[config.mk]
export PLATFORM = sky130hd
export DESIGN_NAME = ysyx_23060187_rf_wb_ctrl
export DESIGN_NICKNAME = d
export VERILOG_FILES = /design/src/rtl/ysyx_23060187_rf_pkg.sv /design/src/rtl/ysyx_23060187_wb_arbiter.sv /design/src/rtl/ysyx_23060187_rf_wb_ctrl.sv
export SDC_FILE = /design/constraint.sdc
export NUM_CORES = 1
export LEC_CHECK = 0
export CAP_MARGIN = 20
export CORE_MARGIN = 2
export CORE_UTILIZATION = 41
export CTS_CLUSTER_SIZE = 14
export DETAILED_ROUTE_END_ITERATION = 12
export PLACE_DENSITY = 0.75
export SLEW_MARGIN = 20
export SYNTH_ARGS = -nofsm -noshare
export SYNTH_HDL_FRONTEND = slang
export SYNTH_HIERARCHICAL = 1
export SYNTH_SLANG_ARGS = --single-unit
[constraint.sdc]
create_clock -name clk -period 1.6 [get_ports clk]
set_input_delay 0.32 -clock clk [delete_from_list [all_inputs] [get_ports clk]]
set_output_delay 0.32 -clock clk [all_outputs]
set_load 0.01 [all_outputs]
[src/rtl/ysyx_23060187_rf_pkg.sv]
// Shared definitions for the register-file write-back slice: default widths,
// requester identifiers and the hard-wired zero register index.
package ysyx_23060187_rf_pkg;

    localparam int RF_ADDR_WIDTH = 5;
    localparam int RF_DATA_WIDTH = 32;

    // Identifies which write-back source owns the write port
    typedef enum logic {
        WB_EXU = 1'b0,
        WB_LSU = 1'b1
    } wb_req_e;

    // Register 0 always reads zero, so writes to it are swallowed
    localparam int REG_ZERO = 0;

endpackage

[src/rtl/ysyx_23060187_wb_arbiter.sv]
// Two-way grant logic for the register-file write port.
// Build option: YSYX_23060187_WB_RR_EN selects round-robin arbitration with a
// preference pointer; when it is undefined the LSU always wins and no pointer
// register exists. Grants are forced low while rst_n is asserted.
module ysyx_23060187_wb_arbiter
    import ysyx_23060187_rf_pkg::*;
(
    input  logic clk,
    input  logic rst_n,
    input  logic exu_valid,
    input  logic lsu_valid,
    output logic exu_grant,
    output logic lsu_grant
);

    logic lsu_wins;

`ifdef YSYX_23060187_WB_RR_EN
    wb_req_e pref;

    // Preference flips only when both sources competed, so a lone requester
    // never steals the other side's next turn
    always_ff @(posedge clk or negedge rst_n) begin
        if (!rst_n) begin
            pref <= WB_EXU;
        end else if (exu_valid && lsu_valid) begin
            pref <= (pref == WB_EXU) ? WB_LSU : WB_EXU;
        end
    end

    // LSU wins when it is alone or when it holds the preference
    always_comb begin
        lsu_wins = lsu_valid && (!exu_valid || (pref == WB_LSU));
    end
`else
    logic unused_clk;
    assign unused_clk = clk;

    // Fixed priority: a valid load result always beats the EXU
    always_comb begin
        lsu_wins = lsu_valid;
    end
`endif

    // Grants are one-hot or zero, and held off entirely during reset
    always_comb begin
        lsu_grant = rst_n && lsu_wins;
        exu_grant = rst_n && exu_valid && !lsu_wins;
    end

endmodule

[src/rtl/ysyx_23060187_rf_wb_ctrl.sv]
// Write-back controller: arbitrates EXU and LSU results onto the single
// register-file write port, registers the winning write and keeps a busy
// scoreboard for RAW hazard detection in decode.
// Build option: YSYX_23060187_WB_RR_EN (round-robin arbitration, see arbiter).
module ysyx_23060187_rf_wb_ctrl
    import ysyx_23060187_rf_pkg::*;
#(
    parameter int ADDR_WIDTH = RF_ADDR_WIDTH,
    parameter int DATA_WIDTH = RF_DATA_WIDTH
) (
    input  logic                  clk,
    input  logic                  rst_n,
    input  logic                  exu_valid,
    output logic                  exu_ready,
    input  logic [ADDR_WIDTH-1:0] exu_addr,
    input  logic [DATA_WIDTH-1:0] exu_data,
    input  logic                  lsu_valid,
    output logic                  lsu_ready,
    input  logic [ADDR_WIDTH-1:0] lsu_addr,
    input  logic [DATA_WIDTH-1:0] lsu_data,
    input  logic                  issue_valid,
    input  logic [ADDR_WIDTH-1:0] issue_addr,
    input  logic                  flush,
    input  logic [ADDR_WIDTH-1:0] query_addr1,
    input  logic [ADDR_WIDTH-1:0] query_addr2,
    output logic                  query_busy1,
    output logic                  query_busy2,
    output logic                  rf_wen,
    output logic [ADDR_WIDTH-1:0] rf_waddr,
    output logic [DATA_WIDTH-1:0] rf_wdata
);

    localparam int NUM_REGS = 1 << ADDR_WIDTH;
    localparam logic [ADDR_WIDTH-1:0] ZERO_ADDR = ADDR_WIDTH'(REG_ZERO);

    logic                  transfer;
    logic [ADDR_WIDTH-1:0] win_addr;
    logic [DATA_WIDTH-1:0] win_data;
    logic [NUM_REGS-1:0]   busy;
    logic [NUM_REGS-1:0]   busy_next;

    ysyx_23060187_wb_arbiter u_arbiter (
        .clk       (clk),
        .rst_n     (rst_n),
        .exu_valid (exu_valid),
        .lsu_valid (lsu_valid),
        .exu_grant (exu_ready),
        .lsu_grant (lsu_ready)
    );

    // Select the granted requester's destination and payload
    always_comb begin
        transfer = exu_ready || lsu_ready;
        win_addr = lsu_ready ? lsu_addr : exu_addr;
        win_data = lsu_ready ? lsu_data : exu_data;
    end

    // Output stage: pulse rf_wen for non-zero targets, hold address/data otherwise
    always_ff @(posedge clk or negedge rst_n) begin
        if (!rst_n) begin
            rf_wen   <= 1'b0;
            rf_waddr <= '0;
            rf_wdata <= '0;
        end else begin
            rf_wen <= transfer && (win_addr != ZERO_ADDR);
            if (transfer) begin
                rf_waddr <= win_addr;
                rf_wdata <= win_data;
            end
        end
    end

    // Scoreboard update: flush, then commit clear, then issue set so a new issue wins
    always_comb begin
        busy_next = flush ? '0 : busy;
        if (rf_wen) begin
            busy_next[rf_waddr] = 1'b0;
        end
        if (issue_valid) begin
            busy_next[issue_addr] = 1'b1;
        end
        busy_next[ZERO_ADDR] = 1'b0;
    end

    // Scoreboard register
    always_ff @(posedge clk or negedge rst_n) begin
        if (!rst_n) begin
            busy <= '0;
        end else begin
            busy <= busy_next;
        end
    end

    // Decode queries read the registered scoreboard directly, with no bypass
    always_comb begin
        query_busy1 = busy[query_addr1];
        query_busy2 = busy[query_addr2];
    end

endmodule

Word level (Yosys, flattened, before mapping)
Cells that the tools add are included.

operators by class
  $lt $le $gt $ge = 6
  mux-type cells = 13
  bitwise logic cells = 3
  reductions and logical operators = 9

operators with widths
  cell                                                               number
  2-to-1 mux 32 bit                                                  4
  AND 32 bit                                                         1
  NOT 32 bit                                                         1
  bitwise OR 32 bit                                                  1
  < comparator 5 x 6 -> 1 bit, second input constant                 4
  binary-select mux 1 bit (select 5 bit)                             2
  demux 1 bit (select 5 bit)                                         2
  greater-or-equal comparator 5 x 1 -> 1 bit, second input constant  2
  logical AND 1 bit                                                  6
  2-to-1 mux 5 bit                                                   1
  nonzero test 5 bit                                                 1
  2-to-1 mux 1 bit                                                   4
  zero test 1 bit                                                    1
  logical OR 1 bit                                                   1

word-level totals
  register bits after elaboration = 69
  input port bits = 95
  logic and storage cells = 35

Logic depth before layout (Yosys ltp)
  word-level depth = 9
  mapped depth = 5
  mapped depth without buffers = 5

Hierarchy
The synthesis kept the hierarchy.

by module, submodules not included
  module                    instances  cells each  area each (um^2)  seq. area each (um^2)
  ysyx_23060187_rf_wb_ctrl  1          401         3837.4            1726.7
  ysyx_23060187_wb_arbiter  1          2           16.3              0.0

Least setup slack after synthesis
OpenSTA, ideal clock, no wires.

  kind = input -> output
  start point = in query_addr1[0]
  end point = out query_busy1
  data arrival time = 1370 ps
  required time = 1280 ps
  path slack = -90 ps
  cell stages on the path = 5
  path buffers = 1
  cell sequence = buf_2 -> mux4_2 -> nand2b_1 -> o211ai_1 -> nand4_1

on the way
  cells in the longest elaborated chain, start to end = 2

RTL lines
  item                                    RTL line                        source
  start: declaration                      ysyx_23060187_rf_wb_ctrl.sv:24  input logic [ADDR_WIDTH-1:0] query_addr1,
  binary-select mux 1 bit (select 5 bit)  ysyx_23060187_rf_wb_ctrl.sv:96  query_busy1 = busy[query_addr1];
  2-to-1 mux 1 bit (implied by the code)  ysyx_23060187_rf_wb_ctrl.sv:96
  end: declaration                        ysyx_23060187_rf_wb_ctrl.sv:26  output logic query_busy1,

Every way passes these cells. The select of a mux whose other input is x is not followed.

Final worst setup path
  start point = reg busy[7]
  end point = out query_busy1

on the way
  cells in the longest elaborated chain, start to end = 2

RTL lines
  item                                    RTL line                        source
  start: declaration                      ysyx_23060187_rf_wb_ctrl.sv:39  logic [NUM_REGS-1:0] busy;
  start signal: assignment                ysyx_23060187_rf_wb_ctrl.sv:90  busy <= busy_next;
  binary-select mux 1 bit (select 5 bit)  ysyx_23060187_rf_wb_ctrl.sv:96
  2-to-1 mux 1 bit (implied by the code)  ysyx_23060187_rf_wb_ctrl.sv:96

Every way passes these cells. The select of a mux whose other input is x is not followed.

==> run metrics <==
Hold Crit Class input port to asynchronous set/reset pin; gr ovfl total 0; Slew Limit Fails 0; Max Freq 0.4866 GHz; Post-Route WL 11.84 mm; DRT antenna net count 0; worst setup path class flop to output port; ratio of cells with drive above 1 in the final layout around 15%; top-level port count 137; Skew-Pair Late Insertion Delay 340 ps; Layout area overhead 52.56%; P per Cell Area approximately 760 nW/µm²; Design Area, Final between 5000 and 6000 µm²; Worst Path Required 1280 ps; critical path data arrival time 1740 ps; initial antenna violation count 0; DRT iter0 DRCs about 220; dpl hpwl 8.900 mm; max-cap viol count 0; FP Rows 35; routed via count 3715; TritonCTS buffer count 9; vias in the first global route between 3k and 4k; synth top area cells dfrtp_1 45%, mux2i_1 14%, o21ai_0 11%, nand2_1 5.4%, nand3b_1 5.1%; Slew headroom 43.06%; Die Width 101.0 µm; largest area contributor in the netlist dfrtp_1; Pleak 2.571 nW; Synthesis Warnings 6; flops & latches, synth 69; initial core utilization 41.90%; setup TNS -898.4 ps; RSZ-0062 raised after global routing yes; clock root cell clkbuf_8; largest net degree at the start of global routing 68; area share of the largest cell type after synthesis 44.81%; Post-Syn Nets 498; DIE HEIGHT a little over 100 µm; GP Congestion 0.9698; min Tclk post-route 2055 ps; Clock Sink Count 69; fin crit share 128.5%; final worst slack -455.3 ps; clock tree buffer depth 2; Worst-path clk slew approximately 70 ps; post-place setup slack -1099 ps; Synth Flop Type dfrtp_1; top post-synthesis cells by count 85 x o21ai_0, 69 x dfrtp_1, 55 x nand2_1, 54 x mux2i_1, 26 x nand3b_1; Post-synth EDFFs 0; routed vias/inst between 5 and 6; outcome finished with violations; actual slew at the worst max-slew pin 854.1 ps; Mapped Area 3854 µm²; DIE AREA between 10000 and 15000 µm²; Synth Instances 403; Critical Path End Type output port; Seq/Total Area, Yosys ~45%; CP max FO 3; nets roughly 670; async set-reset flop share out of synthesis 100.0%; most frequent cell after synthesis o21ai_0; total chip power 4.457 mW; Placed Area 5630 µm²; GRT Overall Usage 23.71%; DRC 0; CTS H-tree depth 3; first-pass GRT wire length 18.90 mm; library cells used by synthesis 28; PortBufs 136; violated checks setup timing; Worst Skew approximately 7.1 ps; Antenna Cells 0; Startpoint Class flop; WL/cell 17.24 µm; Final Setup Violations 2; CTS tree done; syn_area_per_cell about 9.6 µm²; core area 9196 µm²; Pre-antenna DRT Iters 4; final hold violations 0; layout filler cell count approximately 750; VDD IR max about 0.00059 V
-- where the power goes --
part | total (mW) | internal, mW | switching, mW
sequential | 2.03 | 1.90 | 0.128
clock | 1.26 | 0.626 | 0.633
combinational | 1.17 | 0.672 | 0.499
-- final timing paths --
| kind | start | endpoint | slack [ps] | cells past startpoint |
|---|---|---|---|---|
| max | busy[7] | query_busy1 | -460 | 5 |
| min | rst_n | rf_waddr[3] | 230 | 2 |
| max reg2reg | rf_wen | busy[24] | 150 | 4 |
| min reg2reg | rf_wdata[28] | rf_wdata[28] | 570 | 2 |
| max in group asynchronous | rst_n | rf_waddr[4] | 750 | 2 |
| min in group clk | lsu_data[28] | rf_wdata[28] | 530 | 3 |
-- layout by cell type (no fill, tap or decap), drive strengths merged --
cell           count
dlygate4sd2       10
and3b              3
nand3b            26
nand4              2
mux4               6
inv                3
a21oi              7
a22oi              4
dlygate4sd3        1
nor2b             21
nand3             12
o21ai             85
or3b               4
mux2i             54
nor3b              4
and2               1
nand2b             4
or3                1
a211oi             2
mux2               2
clkbuf            12
nand2             55
buf               49
nor2               6
o2111ai            2
dfrtp             69
clkinv             2
dlymetal6s2s      16
clkdlybuf4s50    105
nor3               3
clkdlybuf4s15      2
o211ai             2
and3               1
-- per-layer routing --
metal	GRT usage (%)	wire, µm	part of all wire, %
met1	27.87	4711	40
met2	41.03	5951	50
met3	7.490	949	8.0
met4	8.004	232	2.0
met5	0	0	0
-- area by class of cell --
cell class	instances	area (µm²)	share of cell area [%]
flip-flops and latches	69	1733	29.47
well taps	111	138.9	2.362
repair buffers	183	1784	30.35
clock buffers	12	155.1	2.639
multi-input cells	307	2047	34.82
inverters	3	11.26	0.1915
clock inverters	2	10.01	0.1702
-- registers in the layout (all words and copies together) (netlist names) --
register	count
rf_waddr	5
rf_wen	1
rf_wdata	32
busy	31
-- what timing repair did --
item | in CTS | in global routing
hold endpoints to repair | 2 | 0
gates resized for setup | 31 | 16
buffers inserted | 2 | 2
setup endpoints to repair | 10 | 18
hold buffers | 1 | 0
pin swaps | 1 | 1
-- per-stage QoR --
stage,hold slack (ps),std cells,util (%)
4_1_cts,278.8,685,63.33
3_5_place_dp,273.9,668,61.22
5_1_grt,318.3,687,63.93
2_1_floorplan,24.41,403,-
6_report,231.4,687,63.93
3_3_place_gp,266.9,668,61.22
-- critical path, stage by stage (launching register included) --
cell and delay, ps:
dfrtp_1 420, mux4_2 480, nand2b_4 150, o211ai_1 80, nand4_1 110, buf_2 150
-- kinds of logic (layout without fill, tap and decap cells) --
group                  Yosys count  count (layout)  synth area share [%]
DFF                             69              69                 44.81
muxes                           62              62                 18.12
AOI/OAI and AO/OA              102             102                 13.96
and+or+nand+nor                143             143                 20.23
buffers and inverters           27             200                 2.889
(Power assumes the default switching activity.)
